[src/rtl/serial_adder.sv]
// Multi-cycle add/subtract unit: ripples CHUNK bits per clock through a registered
// carry and publishes sum/carry/overflow with a one-cycle done pulse.
module serial_adder #(
    parameter int unsigned WIDTH = 16,
    parameter int unsigned CHUNK = 4
) (
    input  logic             clk,
    input  logic             rst,
    input  logic             start,
    input  logic [WIDTH-1:0] a,
    input  logic [WIDTH-1:0] b,
    input  logic             c_in,
    input  logic             sub,
    output logic             busy,
    output logic             done,
    output logic [WIDTH-1:0] sum,
    output logic             carry,
    output logic             overflow
);

    localparam int unsigned N     = WIDTH / CHUNK;
    localparam int unsigned CNT_W = (N > 1) ? $clog2(N) : 1;
    localparam int unsigned IDX_W = (WIDTH > 1) ? $clog2(WIDTH) : 1;

    if (WIDTH < 1 || CHUNK < 1 || (WIDTH % CHUNK) != 0) begin : g_bad_param
        $error("serial_adder: WIDTH must be >= 1 and divisible by CHUNK");
    end

    typedef enum logic [1:0] {
        IDLE = 2'd0,
        RUN  = 2'd1,
        DONE = 2'd2
    } state_e;

    state_e             state_q, state_d;
    logic [WIDTH-1:0]   a_q, a_d;
    logic [WIDTH-1:0]   b_q, b_d;
    logic               cy_q, cy_d;
    logic [CNT_W-1:0]   cnt_q, cnt_d;
    logic [WIDTH-1:0]   acc_q, acc_d;
    logic [WIDTH-1:0]   sum_q, sum_d;
    logic               carry_q, carry_d;
    logic               ovf_q, ovf_d;
    logic               busy_q, busy_d;
    logic               done_q, done_d;

    logic [IDX_W-1:0]   off;
    logic [CHUNK-1:0]   a_slc;
    logic [CHUNK-1:0]   b_slc;
    logic [CHUNK:0]     slice;
    logic               msb_cin;
    logic               last;

    // One CHUNK-bit ripple slice; b_q already holds the effective (possibly inverted) B.
    always_comb begin
        off     = IDX_W'(cnt_q) * IDX_W'(CHUNK);
        a_slc   = a_q[off +: CHUNK];
        b_slc   = b_q[off +: CHUNK];
        slice   = {1'b0, a_slc} + {1'b0, b_slc} + (CHUNK+1)'(cy_q);
        msb_cin = slice[CHUNK-1] ^ a_slc[CHUNK-1] ^ b_slc[CHUNK-1];
        last    = (cnt_q == CNT_W'(N - 1));
    end

    always_comb begin
        state_d = state_q;
        a_d     = a_q;
        b_d     = b_q;
        cy_d    = cy_q;
        cnt_d   = cnt_q;
        acc_d   = acc_q;
        sum_d   = sum_q;
        carry_d = carry_q;
        ovf_d   = ovf_q;
        busy_d  = 1'b0;
        done_d  = 1'b0;

        case (state_q)
            IDLE: begin
                if (start) begin
                    a_d     = a;
                    b_d     = sub ? ~b : b;
                    cy_d    = sub | c_in;
                    cnt_d   = '0;
                    state_d = RUN;
                end
            end
            RUN: begin
                acc_d[off +: CHUNK] = slice[CHUNK-1:0];
                cy_d  = slice[CHUNK];
                cnt_d = cnt_q + CNT_W'(1);
                // Final chunk: publish on the same edge the last slice lands.
                if (last) begin
                    state_d = DONE;
                    sum_d   = acc_d;
                    carry_d = slice[CHUNK];
                    ovf_d   = msb_cin ^ slice[CHUNK];
                end
            end
            DONE: begin
                state_d = IDLE;
            end
            default: begin
                state_d = IDLE;
            end
        endcase

        busy_d = (state_d == RUN);
        done_d = (state_d == DONE);
    end

    always_ff @(posedge clk) begin
        if (rst) begin
            state_q <= IDLE;
            a_q     <= '0;
            b_q     <= '0;
            cy_q    <= 1'b0;
            cnt_q   <= '0;
            acc_q   <= '0;
            sum_q   <= '0;
            carry_q <= 1'b0;
            ovf_q   <= 1'b0;
            busy_q  <= 1'b0;
            done_q  <= 1'b0;
        end else begin
            state_q <= state_d;
            a_q     <= a_d;
            b_q     <= b_d;
            cy_q    <= cy_d;
            cnt_q   <= cnt_d;
            acc_q   <= acc_d;
            sum_q   <= sum_d;
            carry_q <= carry_d;
            ovf_q   <= ovf_d;
            busy_q  <= busy_d;
            done_q  <= done_d;
        end
    end

    assign busy     = busy_q;
    assign done     = done_q;
    assign sum      = sum_q;
    assign carry    = carry_q;
    assign overflow = ovf_q;

endmodule

[config.mk]
export PLATFORM = sky130hd
export DESIGN_NAME = serial_adder
export DESIGN_NICKNAME = d
export VERILOG_FILES = /design/src/rtl/serial_adder.sv
export SDC_FILE = /design/constraint.sdc
export NUM_CORES = 1
export LEC_CHECK = 0
export BUFFER_PORTS_ARGS = -buffer_cell sky130_fd_sc_hd__buf_2
export CAP_MARGIN = 25
export CORE_ASPECT_RATIO = 1.4
export CORE_MARGIN = 4
export CORE_UTILIZATION = 40
export CTS_BUF_LIST = sky130_fd_sc_hd__clkbuf_4 sky130_fd_sc_hd__clkbuf_8
export DETAILED_ROUTE_END_ITERATION = 12
export SLEW_MARGIN = 15
export SYNTH_ARGS = -nofsm -noshare
export SYNTH_HDL_FRONTEND = slang
export SYNTH_SLANG_ARGS = --single-unit
[constraint.sdc]
create_clock -name clk -period 4.14 [get_ports clk]
set_input_delay 0.828 -clock clk [delete_from_list [all_inputs] [get_ports clk]]
set_output_delay 0.828 -clock clk [all_outputs]
set_load 0.03 [all_outputs]
==> results of run 1 <==
per-stage QoR:
| stage | worst slack, ps | power (W) |
|---|---|---|
| final | 918.9 | 0.001651 |
| after global routing | 701.8 | 0.001723 |
| after CTS | 860.9 | 0.001671 |
| after detailed placement | 876.3 | 0.0009877 |
| after global placement | 937.3 | 0.0009828 |
| after floorplan | 1103 | 0.0009239 |
final timing paths:
| check | start | endpoint | cells past startpoint |
|---|---|---|---|
| worst max register to register | cnt_q[0]$_SDFFE_PP0P_ | overflow$_SDFFE_PP0P_ | 8 |
| worst min register to register | a_q[15]$_SDFFE_PP0P_ | a_q[15]$_SDFFE_PP0P_ | 2 |
| worst max-delay path | cnt_q[0]$_SDFFE_PP0P_ | overflow$_SDFFE_PP0P_ | 8 |
| worst min-delay path | a_q[15]$_SDFFE_PP0P_ | a_q[15]$_SDFFE_PP0P_ | 2 |
report_power, final:
part	total (W)	switching [W]	internal (W)
combinational	0.000217	0.000127	0.0000895
sequential	0.000752	0.0000216	0.000730
clock	0.000683	0.000264	0.000419
total	0.00165	0.000413	0.00124
worst min-delay path: stages (launching register included):
cell	delay [ps]
dfxtp_1	310
nand2_1	50
a21oi_1	50
flip-flops by register name, indices dropped and copies added, names as in the netlist:
name,flops
a_q,16
acc_q,16
b_q,16
busy,1
carry,1
cnt_q,2
cy_q,1
done,1
overflow,1
state_q,2
sum,16
cells by family (layout without fill, tap and decap cells):
logic type	count (synthesis)	after routing	synth area share [%]
AOI/OAI and AO/OA	76	76	17.42
DFF	73	73	45.31
adders and majority gates	11	11	4.732
and+or+nand+nor	123	123	16.76
buffers and inverters	33	82	4.112
muxes	8	8	5.586
xor gates and xnor gates	20	20	6.090
layout by cell type (no fill, tap or decap), types with 2 or more instances in the layout:
cell / Yosys / routed
ha_1: 9 / 9
a211oi_1: 19 / 19
a21oi_1: 18 / 18
clkbuf_8: 0 / 10
nand2_1: 41 / 41
fa_1: 2 / 2
and2_1: 3 / 3
nor2_1: 55 / 55
buf_4: 1 / 4
inv_1: 5 / 5
xnor2_1: 17 / 17
bufinv_16: 0 / 3
dfxtp_1: 73 / 73
clkinv_4: 0 / 2
mux4_2: 8 / 8
a21o_1: 2 / 2
nor3_1: 17 / 17
nor3_2: 2 / 2
a22oi_1: 5 / 5
a221oi_1: 16 / 16
buf_2: 4 / 56
a32oi_1: 12 / 12
cell type report:
type,instances,area (µm²),share of cell area (%)
multi-input combinational,238,1632,42.89
tap,100,125.1,3.289
timing repair buffer,60,310.3,8.158
inverter,6,22.52,0.5921
sequential,73,1461,38.42
clock inverter,6,115.1,3.026
clock buffer,10,137.6,3.618
layer usage:
layer  global-route usage (%)  part of all wire [%]
met1                    16.52                    42
met5                        0                     0
met3                    3.960                   4.5
met4                    5.043                   1.2
met2                    27.83                    53
==> flow_results.org, run 1 <==
** GRT
- Number of global-route vias before repair :: 2391
- For this run, the total global-route usage over all layers was measured as between 10% and 20%.
- GR Overflow Total :: 0
- Entering global routing, the biggest net connects 52 pins.
- First-pass GRT wire length :: ~11 mm
- The initial antenna violation count was 0.

** Timing
- Maximum clock frequency :: just over 0.3 GHz
- Relative slew slack :: ~36%
- Slew of the pin with the lowest slew margin :: 958.1 ps
- The routed design could run at a clock period as short as ~3200 ps.
- Adding up every negative setup slack in the final design gives 0 ps.
- Part of the cycle the worst path needs :: about 78%
- The number of pins with negative max-slew slack in the final report is 0.
- Final hold violation count :: 0
- Worst setup skew after layout :: between 9 and 10 ps
- Setup repair after global routing missed its margin :: no
- Final hold analysis gives a worst-case slack of 455.0 ps.
- Setup violations remaining at the end of the flow were counted as 0.

** Hold path
- Kind of path behind the tightest hold check :: flop to flop

** CTS
- Clock net sink count :: between 70 and 80
- In this run, post-CTS repair resized a total of 0 instances.
- CTS Hold Bufs :: 0
- Clock tree synthesis inserted a total of 9 buffers.
- At the later pin of the worst-skew pair, clock insertion delay measures ~340 ps.
- The H-tree was split into 3 levels.
- TritonCTS clock tree :: built
- The clock passes through at most 2 buffers.
- Clock tree root buffer cell :: clkbuf_8
- Clock-pin slew was measured on the worst setup and hold paths at around 80 ps.
- Post-CTS Setup Repair Bufs :: 0

** Route
- Drt via density :: 5.166
- Antenna viol nets, final :: 0
- After detailed routing, the average wire length per cell comes to 14.35 µm.
- The first detailed-routing pass ran for 4 iterations.
- For this block, the routed nets add up to just over 7 mm of wire.
- The first routing iteration left 113 violations.
- DR DRC count :: 0
- The detailed router placed about 2.5k vias in this run.

** Yosys
- Area of the mapped netlist :: approximately 3200 µm²
- The commonest cells after synthesis are dfxtp_1, nor2_1, nand2_1.
- Leading area contributor after synthesis :: dfxtp_1
- Among all flip-flop cells after synthesis, the most frequent one is dfxtp_1.
- Yosys printed 0 warnings.
- Ranked by total cell area, the synthesized netlist is headed by dfxtp_1, nor2_1, mux4_2.
- After synthesis, the share of flip-flops with an asynchronous set or reset is 0%.
- In this run the biggest area consumer among cell types represents ~45% of the synthesized area.
- Summing the sequential cell areas from Yosys gives 45.31% of the chip area.
- Yosys instantiated no cell more often than dfxtp_1.
- Cells after Synth :: 344
- Yosys mapped the design onto 34 distinct sky130hd cell types.
- Synthesis produced a netlist with a net count of roughly 390.
- In this run, synthesis inferred 0 flip-flops with an integrated enable.
- Counting flops and latches in the post-synthesis netlist gives 73.
- Average size of a mapped cell :: approximately 9.4 µm²

** Floorplan
- Area of the die :: approximately 9600 µm²
- I/O pin cnt :: 57
- The floorplan has 38 rows.
- Die extent in x :: 83.90 µm
- For this configuration, the core starts out at a cell density of between 40% and 50%.
- Area of the core :: slightly below 8000 µm²
- The floorplan step set the die height to 114.3 µm.

** Pwr
- Power Density :: 434.2 nW/µm²
- Static leakage :: about 1.5 nW
- VDD sags by at most roughly 0.23 mV.

** Critical path
- On the critical path, the stage with the largest delay is an instance of dfxtp_1.
- The worst setup path is launched from a flop.
- The setup check on the worst reg-to-reg path leaves a slack of slightly above 900 ps.
- Worst Path Required :: 4390 ps
- Critical Path AT :: between 3000 and 4000 ps
- The cell that appears most often on the critical path is fa_1.
- Critical Path End Type :: flop
- Crit Path Max Fanout :: 10
- Broken down by cell family, the worst path's largest delay share belongs to adder cells.
- Cell-by-cell trace of the critical path :: mux4_2 > fa_1 > fa_1 > a21o_1 > a21oi_1 > xnor3_1 > xnor2_1 > o31ai_2
- Setup CP Type :: flop to flop
- In this design, the stage delay of the slowest critical-path cell is between 600 and 700 ps.
- Buffering stage count on the worst path with inverters included :: 0

** Final layout
- Final design utilization :: between 40% and 50%
- With fillers left out, the area of the finished cells amounts to around 3800 µm².
- The repair_antennas step left the layout with diodes totalling 0.
- Net count of the finished layout :: 436
- Area Growth Syn to Fin :: 17.92%
- Number of fill cells :: ~790
- Once layout is complete, the cells apart from fillers number between 400 and 500.
- Of the cells placed in the final design, the portion with a size suffix greater than 1 is between 20% and 30%.

** Run
- Max-cap violations in this run came to 0.

** Placed design
- Area of placed instances :: between 3000 and 4000 µm²
- Number of placed cells counting well taps :: approximately 480
- HPWL after DPL :: just over 5 mm
- Routability-driven placement finished with a final weighted congestion of roughly 0.8.
- Input and output buffers added on the ports amount to 56.

** Run status
- Run status :: finished clean
Power figures use the tool's default switching activity.
==> inputs of run 2 (changes only) <==
- clock period: 4.14 -> 3.1 ns (I/O delays scaled with it)
==> run 2 against run 1 <==
  * Sequential power is 33% higher
  * Worst hold slack better by 5.6 ps
  * Power is 29% higher
  * First-iteration DRC count is 14% lower
  * Design area is 0.39% higher
  * Fmax is 12% higher
  * Global-route usage is 0.79 points higher
  * Utilization is 0.19 points higher
  * Combinational power is 39% higher
  * Clock power is 21% higher
  * Non-clock buffer count is 4 higher
==> flow_results.org, run 2 (synthesis gave the netlist of run 1 again) <==
** Floorplan
- From bottom edge to top edge, the die measures roughly 110 µm.
- The die is ~84 µm wide.
- Site row count :: 38
- The floorplan step defined a die boundary enclosing between 9000 and 10000 µm².
- Once the floorplan was initialized, standard cells occupied approximately two fifths of the core.
- In this run the standard cell core region covers just under 8000 µm².
- Pin placement for this block handled 57 I/O pins.

** Critical path
- Cell repeated most along the worst path :: fa_1
- Slowest library cell on the worst path :: mux4_2
- For flop-to-flop paths, the worst setup slack is about 230 ps.
- Cell-by-cell trace of the critical path :: mux4_2 > fa_1 > fa_1 > a21o_1 > a21oi_1 > xnor3_1 > xnor2_1 > o31ai_2
- CP delay by family, top :: adder cells
- Type of element launching the critical path :: flop
- For the worst setup path, the data required time is between 3000 and 4000 ps.
- Buffering stage count on the worst path with inverters included :: 0
- In this run the critical register-to-register path is captured at overflow$_SDFFE_PP0P_.
- Largest stage delay on the critical path :: 530 ps
- Launching point of the worst reg2reg path :: cnt_q[0]$_SDFFE_PP0P_
- Critical Path End Type :: flop
- The number of cells on the worst reg-to-reg path is 8.
- Along the worst path, the maximum fanout reaches 5.
- STA puts the critical path data arrival time at between 3000 and 4000 ps.
- The setup path with the least slack is of type flop to flop.

** Timing
- Part of the cycle the worst path needs :: between 90% and 100%
- Setup repair after global routing left no endpoint under its margin.
- Setup violations remaining at the end of the flow were counted as 0.
- The final-report hold violation count came to 0.
- Relative slew slack :: approximately half
- For the pin with the worst max-slew slack, the measured transition is 759.4 ps.
- Final-report max-slew violation count :: 0
- Minimum clock period after layout :: ~2900 ps
- Worst setup skew after layout :: 11.81 ps
- Based on the critical path, the design can be clocked at up to approximately 0.35 GHz.
- For the final routed database, the setup TNS stands at 0 ps.

** Final layout
- Highest-count cells in the layout ignoring fill and taps :: dfxtp_1, buf_2, nor2_1
- Layout cell share with drive strength beyond 1 :: ~24%
- Net count of the finished layout :: between 400 and 500
- Final design utilization :: around half
- Post-route design area :: 3819 µm²
- Leading cell type in the layout, fill and taps excluded :: dfxtp_1
- 0 antenna diodes ended up in the layout.
- Area Growth Syn to Fin :: 18.39%

** GRT
- Global routing used between 10% and 20% of the available met1 tracks.
- Number of global-route vias before repair :: 2544
- Initial antenna violation count :: 0
- Global routing met2 resource utilization :: between 20 and 30%
- All-Layer GR Usage :: between 15 and 20%
- Global route hottest layer :: met2
- The first global-routing pass estimated roughly 12 mm of wire.
- Entering global routing, the biggest net connects 50 pins.
- The total overflow left after global routing is 0.
- Global routing used slightly above 3% of the available met3 tracks.

** CTS
- Post-CTS Setup Repair Bufs :: 0
- CTS built an H-tree with a depth of 3.
- The clock reaches the later pin of the worst-skew pair after about 350 ps.
- Reg clk slew, reported paths :: about 80 ps
- Clock tree root buffer cell :: clkbuf_8
- The number of clock buffers added by TritonCTS is 9.
- The clock drives between 70 and 80 sinks.
- TritonCTS clock tree :: built
- The clock passes through at most 2 buffers.

** Pwr
- IR analysis of the VDD net gives a maximum drop of 0.2494 mV.
- Power Density :: approximately 560 nW/µm²
- Static leakage :: 1.529 nW

** Hold path
- Kind of path behind the tightest hold check :: flop to flop
- The worst hold path was traced through 2 stages.
- Source of the worst hold timing path :: a_q[5]$_SDFFE_PP0P_
- Hold endpoint :: a_q[5]$_SDFFE_PP0P_

** Run status
- The run finished with clean final reports.

** Route
- Detailed Route Iter0 Violations :: 97
- Overall via count from detail_route :: between 2k and 3k
- Final Routed Wirelength :: between 7 and 8 mm
- Pre-antenna DRT Iters :: 4
- The detail route stage leaves a number of antenna-violating nets equal to 0.
- Routed wire per std cell :: about 14 µm
- After detailed routing, the number of vias per cell comes to approximately 5.2.
- After detailed routing, the number of remaining DRC violations is 0.

** Placed design
- Area of placed instances :: ~3600 µm²
- Count of buffers inserted at the top-level ports :: 56
- Detailed placement ended at an HPWL of 5.243 mm.
- At the end of routability-driven placement, the weighted congestion stood at 0.8082.

** Run
- Across the run, the number of max-cap violations was 0.
==> run 2: power breakdown <==
group	internal, W	switching [W]	total (W)
logic	0.000126	0.000176	0.000302
registers	0.000976	0.0000229	0.000999
clock network	0.000483	0.000343	0.000826
==> run 2: metal layers <==
metal / share of wire [%] / up-vias / wire (µm)
met2: 53 / 52 / 3808
met4: 2.8 / 0 / 202
li1: - / 1325 / -
met3: 3.8 / 17 / 267
met5: 0 / - / 0
met1: 40 / 1192 / 2840
==> run 2: repair_timing <==
item,4_1_cts,5_1_grt
endpoints found under the setup margin,0,1
hold buffers,0,0
gates resized for setup,0,1
==> run 2: worst max path at each step <==
| stage | start | to | slack [ps] | cells after the start |
|---|---|---|---|---|
| after detailed placement | cnt_q[0]$_SDFFE_PP0P_ | overflow$_SDFFE_PP0P_ | 140 | 8 |
| after global routing | cnt_q[0]$_SDFFE_PP0P_ | overflow$_SDFFE_PP0P_ | 80 | 8 |
| after floorplan | cnt_q[0]$_SDFFE_PP0P_ | overflow$_SDFFE_PP0P_ | 60 | 9 |
| after global placement | cnt_q[0]$_SDFFE_PP0P_ | overflow$_SDFFE_PP0P_ | 200 | 8 |
| after CTS | cnt_q[0]$_SDFFE_PP0P_ | overflow$_SDFFE_PP0P_ | 140 | 8 |
| final | cnt_q[0]$_SDFFE_PP0P_ | overflow$_SDFFE_PP0P_ | 230 | 8 |
==> run 2: worst reg2reg max path, stage by stage (launching register included) <==
cell and delay [ps]:
dfxtp_2 380, mux4_2 530, fa_1 450, fa_1 420, a21o_1 190, a21oi_1 240, xnor3_1 270, xnor2_1 140
o31ai_2 170
==> run 2: area by class of cell <==
cell class	instances	area [µm²]
clock inverters	5	78.83
well taps	100	125.1
repair buffers	64	352.8
inverters	6	22.52
flip-flops and latches	73	1463
clock buffers	11	145.1
fillers	776	3979
multi-input cells	238	1632
==> run 2: stage by stage <==
stage | cells | power, W | worst slack (ps) | hold slack [ps]
floorplan | 344 | 0.001234 | 63.08 | 433.1
global placement | 481 | 0.001321 | 200.0 | 447.1
detailed placement | 481 | 0.001326 | 139.4 | 450.9
CTS | 497 | 0.002152 | 140.9 | 461.5
global route | 497 | 0.002230 | 81.74 | 479.5
finish | 497 | 0.002126 | 225.1 | 460.6
==> inputs of run 3 (changes only) <==
- CORE_ASPECT_RATIO: 1.4 -> 1.5
==> run 3 against run 2 <==
  * Fmax decreased by 1.6%
  * Combinational power about the same
  * Non-clock buffer count decreased by 1
  * Largest power group unchanged
  * Cell count unchanged
  * Utilization increased by 0.33 points
  * First-iteration DRC count increased by 44%
  * Power increased by 3.0%
  * Via count decreased by 0.77%
  * Register-to-register slack got worse by 50 ps
  * Count of clock-buffer cells in the layout decreased by 1
==> flow_results.org, run 3 (synthesis gave the netlist of run 1 again) <==
** CTS
- Post-CTS Setup Repair Bufs :: 0
- TritonCTS built the clock tree.
- Clock net sink count :: between 70 and 80
- Number of gates given a new drive strength after cts :: 0
- In this run, post-CTS hold repair placed 0 buffers.
- Number of H-tree levels :: 3
- CTS max path bufs :: 2
- For the worst-skew pair, the clock arrives at the later sink with an insertion delay of between 300 and 400 ps.
- Total clock buffers created by CTS :: 9
- Clock tree root buffer cell :: clkbuf_8
- Clock-pin slew was measured on the worst setup and hold paths at around 70 ps.

** Floorplan
- The die covers 9594 µm².
- Once the floorplan was initialized, standard cells occupied between 40% and 50% of the core.
- The floorplan step set the die width to 81.32 µm.
- Floorplan die height :: around 120 µm
- In this run the core area contains 39 standard-cell rows.
- I/O pin cnt :: 57
- Area of the core :: between 7000 and 8000 µm²

** Final layout
- Antenna fix cells :: 0
- The library cell used most frequently in the layout, excluding fill and tap cells, is dfxtp_1.
- The library cells used most frequently in the layout, excluding fill and tap cells, are dfxtp_1, buf_2, nor2_1.
- Layout cell share with drive strength beyond 1 :: approximately a quarter
- Final design utilization :: between 40 and 50%
- Net count of the finished layout :: around 440
- From synthesis to final layout, the design area changed by 18.58%.

** Route
- DR DRC count :: 0
- Routed wire per std cell :: around 15 µm
- After detailed routing, the total wire length is roughly 7.3 mm.
- Pre-antenna DRT Iters :: 6
- After detailed routing, the number of vias per cell comes to slightly above 5.
- Overall via count from detail_route :: between 2k and 3k
- After the first detailed-routing iteration, the DRC count stood at 140.
- The detail route stage leaves a number of antenna-violating nets equal to 0.

** Hold path
- The startpoint identified for the worst hold timing path is a_q[3]$_SDFFE_PP0P_.
- The path class of the tightest hold or removal check is flop to flop.

** Placed design
- HPWL after DPL :: about 5.2 mm
- Routability-driven placement finished with a final weighted congestion of 0.7737.
- Pre-CTS setup slack :: 149.1 ps
- In this run the tool buffered the top-level ports with 56 buffer cells.

** Pwr
- Combinational power share :: 13.7%
- Total internal power :: approximately 0.0016 W
- Clock network fraction of total power :: 40.7%
- VDD sags by at most slightly below 0.3 mV.
- Share of power burned in registers :: 45.7%
- The analysis attributes to cell leakage a power of around 1.5 nW.
- Sw power :: between 0.0005 and 0.0006 W
- Power Density :: about 570 nW/µm²
- Net switching is about a quarter of the power.

** GRT
- Entering global routing, the biggest net connects 50 pins.
- GR Overflow Total :: 0
- All-Layer GR Usage :: ~16%
- First-pass GRT wire length :: roughly 12 mm
- The via count of the first global-routing pass is 2506.
- The initial antenna violation count is 0.

** Timing
- Setup violations remaining at the end of the flow were counted as 0.
- Worst setup skew after layout :: between 10 and 15 ps
- Slack of the critical path :: between 150 and 200 ps
- After routing, the total negative slack on setup checks comes to 0 ps.
- Part of the cycle the worst path needs :: about 94%
- The final-report hold violation count was 0.
- At the pin with the least slew margin, the transition time is 778.4 ps.
- In this run the tightest slew margin relative to its limit is between 40% and 50%.
- Derived from the worst setup path, the maximum achievable clock frequency is roughly 0.34 GHz.
- Final-report max-slew violation count :: 0
- The routed design could run at a clock period as short as 2921 ps.
- Setup repair after global routing left no endpoint under its margin.

** Critical path
- The cell family contributing the most delay on the critical path is adder cells.
- Cell repeated most along the worst path :: fa_1
- Crit Path Max Fanout :: 5
- For the worst setup path, the data arrival time is between 3000 and 4000 ps.
- Worst Path Required :: about 3400 ps
- The worst setup path is of the flop to flop kind.
- In this run the critical register-to-register path is launched from cnt_q[0]$_SDFFE_PP0P_.
- Crit path launch :: cnt_q[0]$_SDFFE_PP0P_
- STA classifies the critical path endpoint as a flop.
- Traced cell by cell, the critical path runs through mux4_2 > fa_1 > fa_1 > a21o_1 > a21oi_1 > xnor3_1 > xnor2_1 > o31ai_2.
- Counting both buffers and inverters, the worst setup path holds a total of 0.
- For this design, the slowest cell found on the critical path is mux4_2.
- Type of element launching the critical path :: flop
- The largest single stage delay on the critical path is 550 ps.

** Run
- Max cap viols :: 0

** Run status
- The run finished with clean final reports.
run 3: cell count changes in the layout (fill, tap and decap cells not counted):
| cell | change |
|---|---|
| bufinv_16 | +1 |
| clkinv_4 | -1 |
| clkinvlp_4 | +2 |
| clkinv_2 | -2 |
| dfxtp_2 | -1 |
| buf_4 | -1 |
| dfxtp_1 | +1 |
| clkbuf_8 | -1 |
run 3: worst reg2reg max path, delay by kind of cell (launching register included):
kind / cells / cell delay [ps]
AOI/OAI and AO/OA: 3 / 560
adders and majority gates: 2 / 860
xor gates and xnor gates: 2 / 400
muxes: 1 / 550
DFF: 1 / 460
run 3: layout make-up:
cell class	count	area (µm²)
clock inverter	5	105.1
tap	102	127.6
fill	746	3934
timing repair buffer	63	345.3
inverter	6	22.52
clock buffer	10	131.4
sequential	73	1461
multi-input combinational	238	1632
run 3: path summary, 6_finish.rpt:
path / endpoint / slack (ps) / cells after the start
min reg2reg: a_q[3]$_SDFFE_PP0P_ / 460 / 2
max reg2reg: overflow$_SDFFE_PP0P_ / 180 / 8
min: a_q[3]$_SDFFE_PP0P_ / 460 / 2
max: overflow$_SDFFE_PP0P_ / 180 / 8
run 3: power by group through the flow:
stage          sequential [W]  clock (W)  combinational, W
5_1_grt               0.00100   0.000951          0.000334
3_3_place_gp          0.00102          0          0.000296
4_1_cts               0.00100   0.000905          0.000301
3_5_place_dp          0.00102          0          0.000300
6_report              0.00100   0.000890          0.000300
2_1_floorplan         0.00102          0          0.000217
run 3: through the flow:
| step | total power [W] | instance area (µm²) | hold WS (ps) | cells |
|---|---|---|---|---|
| after CTS | 0.002207 | 3825 | 460.6 | 497 |
| after floorplan | 0.001234 | 3226 | 433.1 | 344 |
| after global placement | 0.001319 | 3588 | 446.8 | 482 |
| after global routing | 0.002289 | 3825 | 473.9 | 497 |
| after detailed placement | 0.001324 | 3588 | 450.1 | 482 |
| final | 0.002190 | 3825 | 456.9 | 497 |
run 3: layer usage:
metal / part of all wire (%) / routed length (µm) / track usage, %
met5: 0 / 0 / 0
met4: 1.1 / 78 / 4.440
met3: 4.4 / 321 / 4.824
met2: 54 / 3939 / 28.47
met1: 41 / 2970 / 19.02
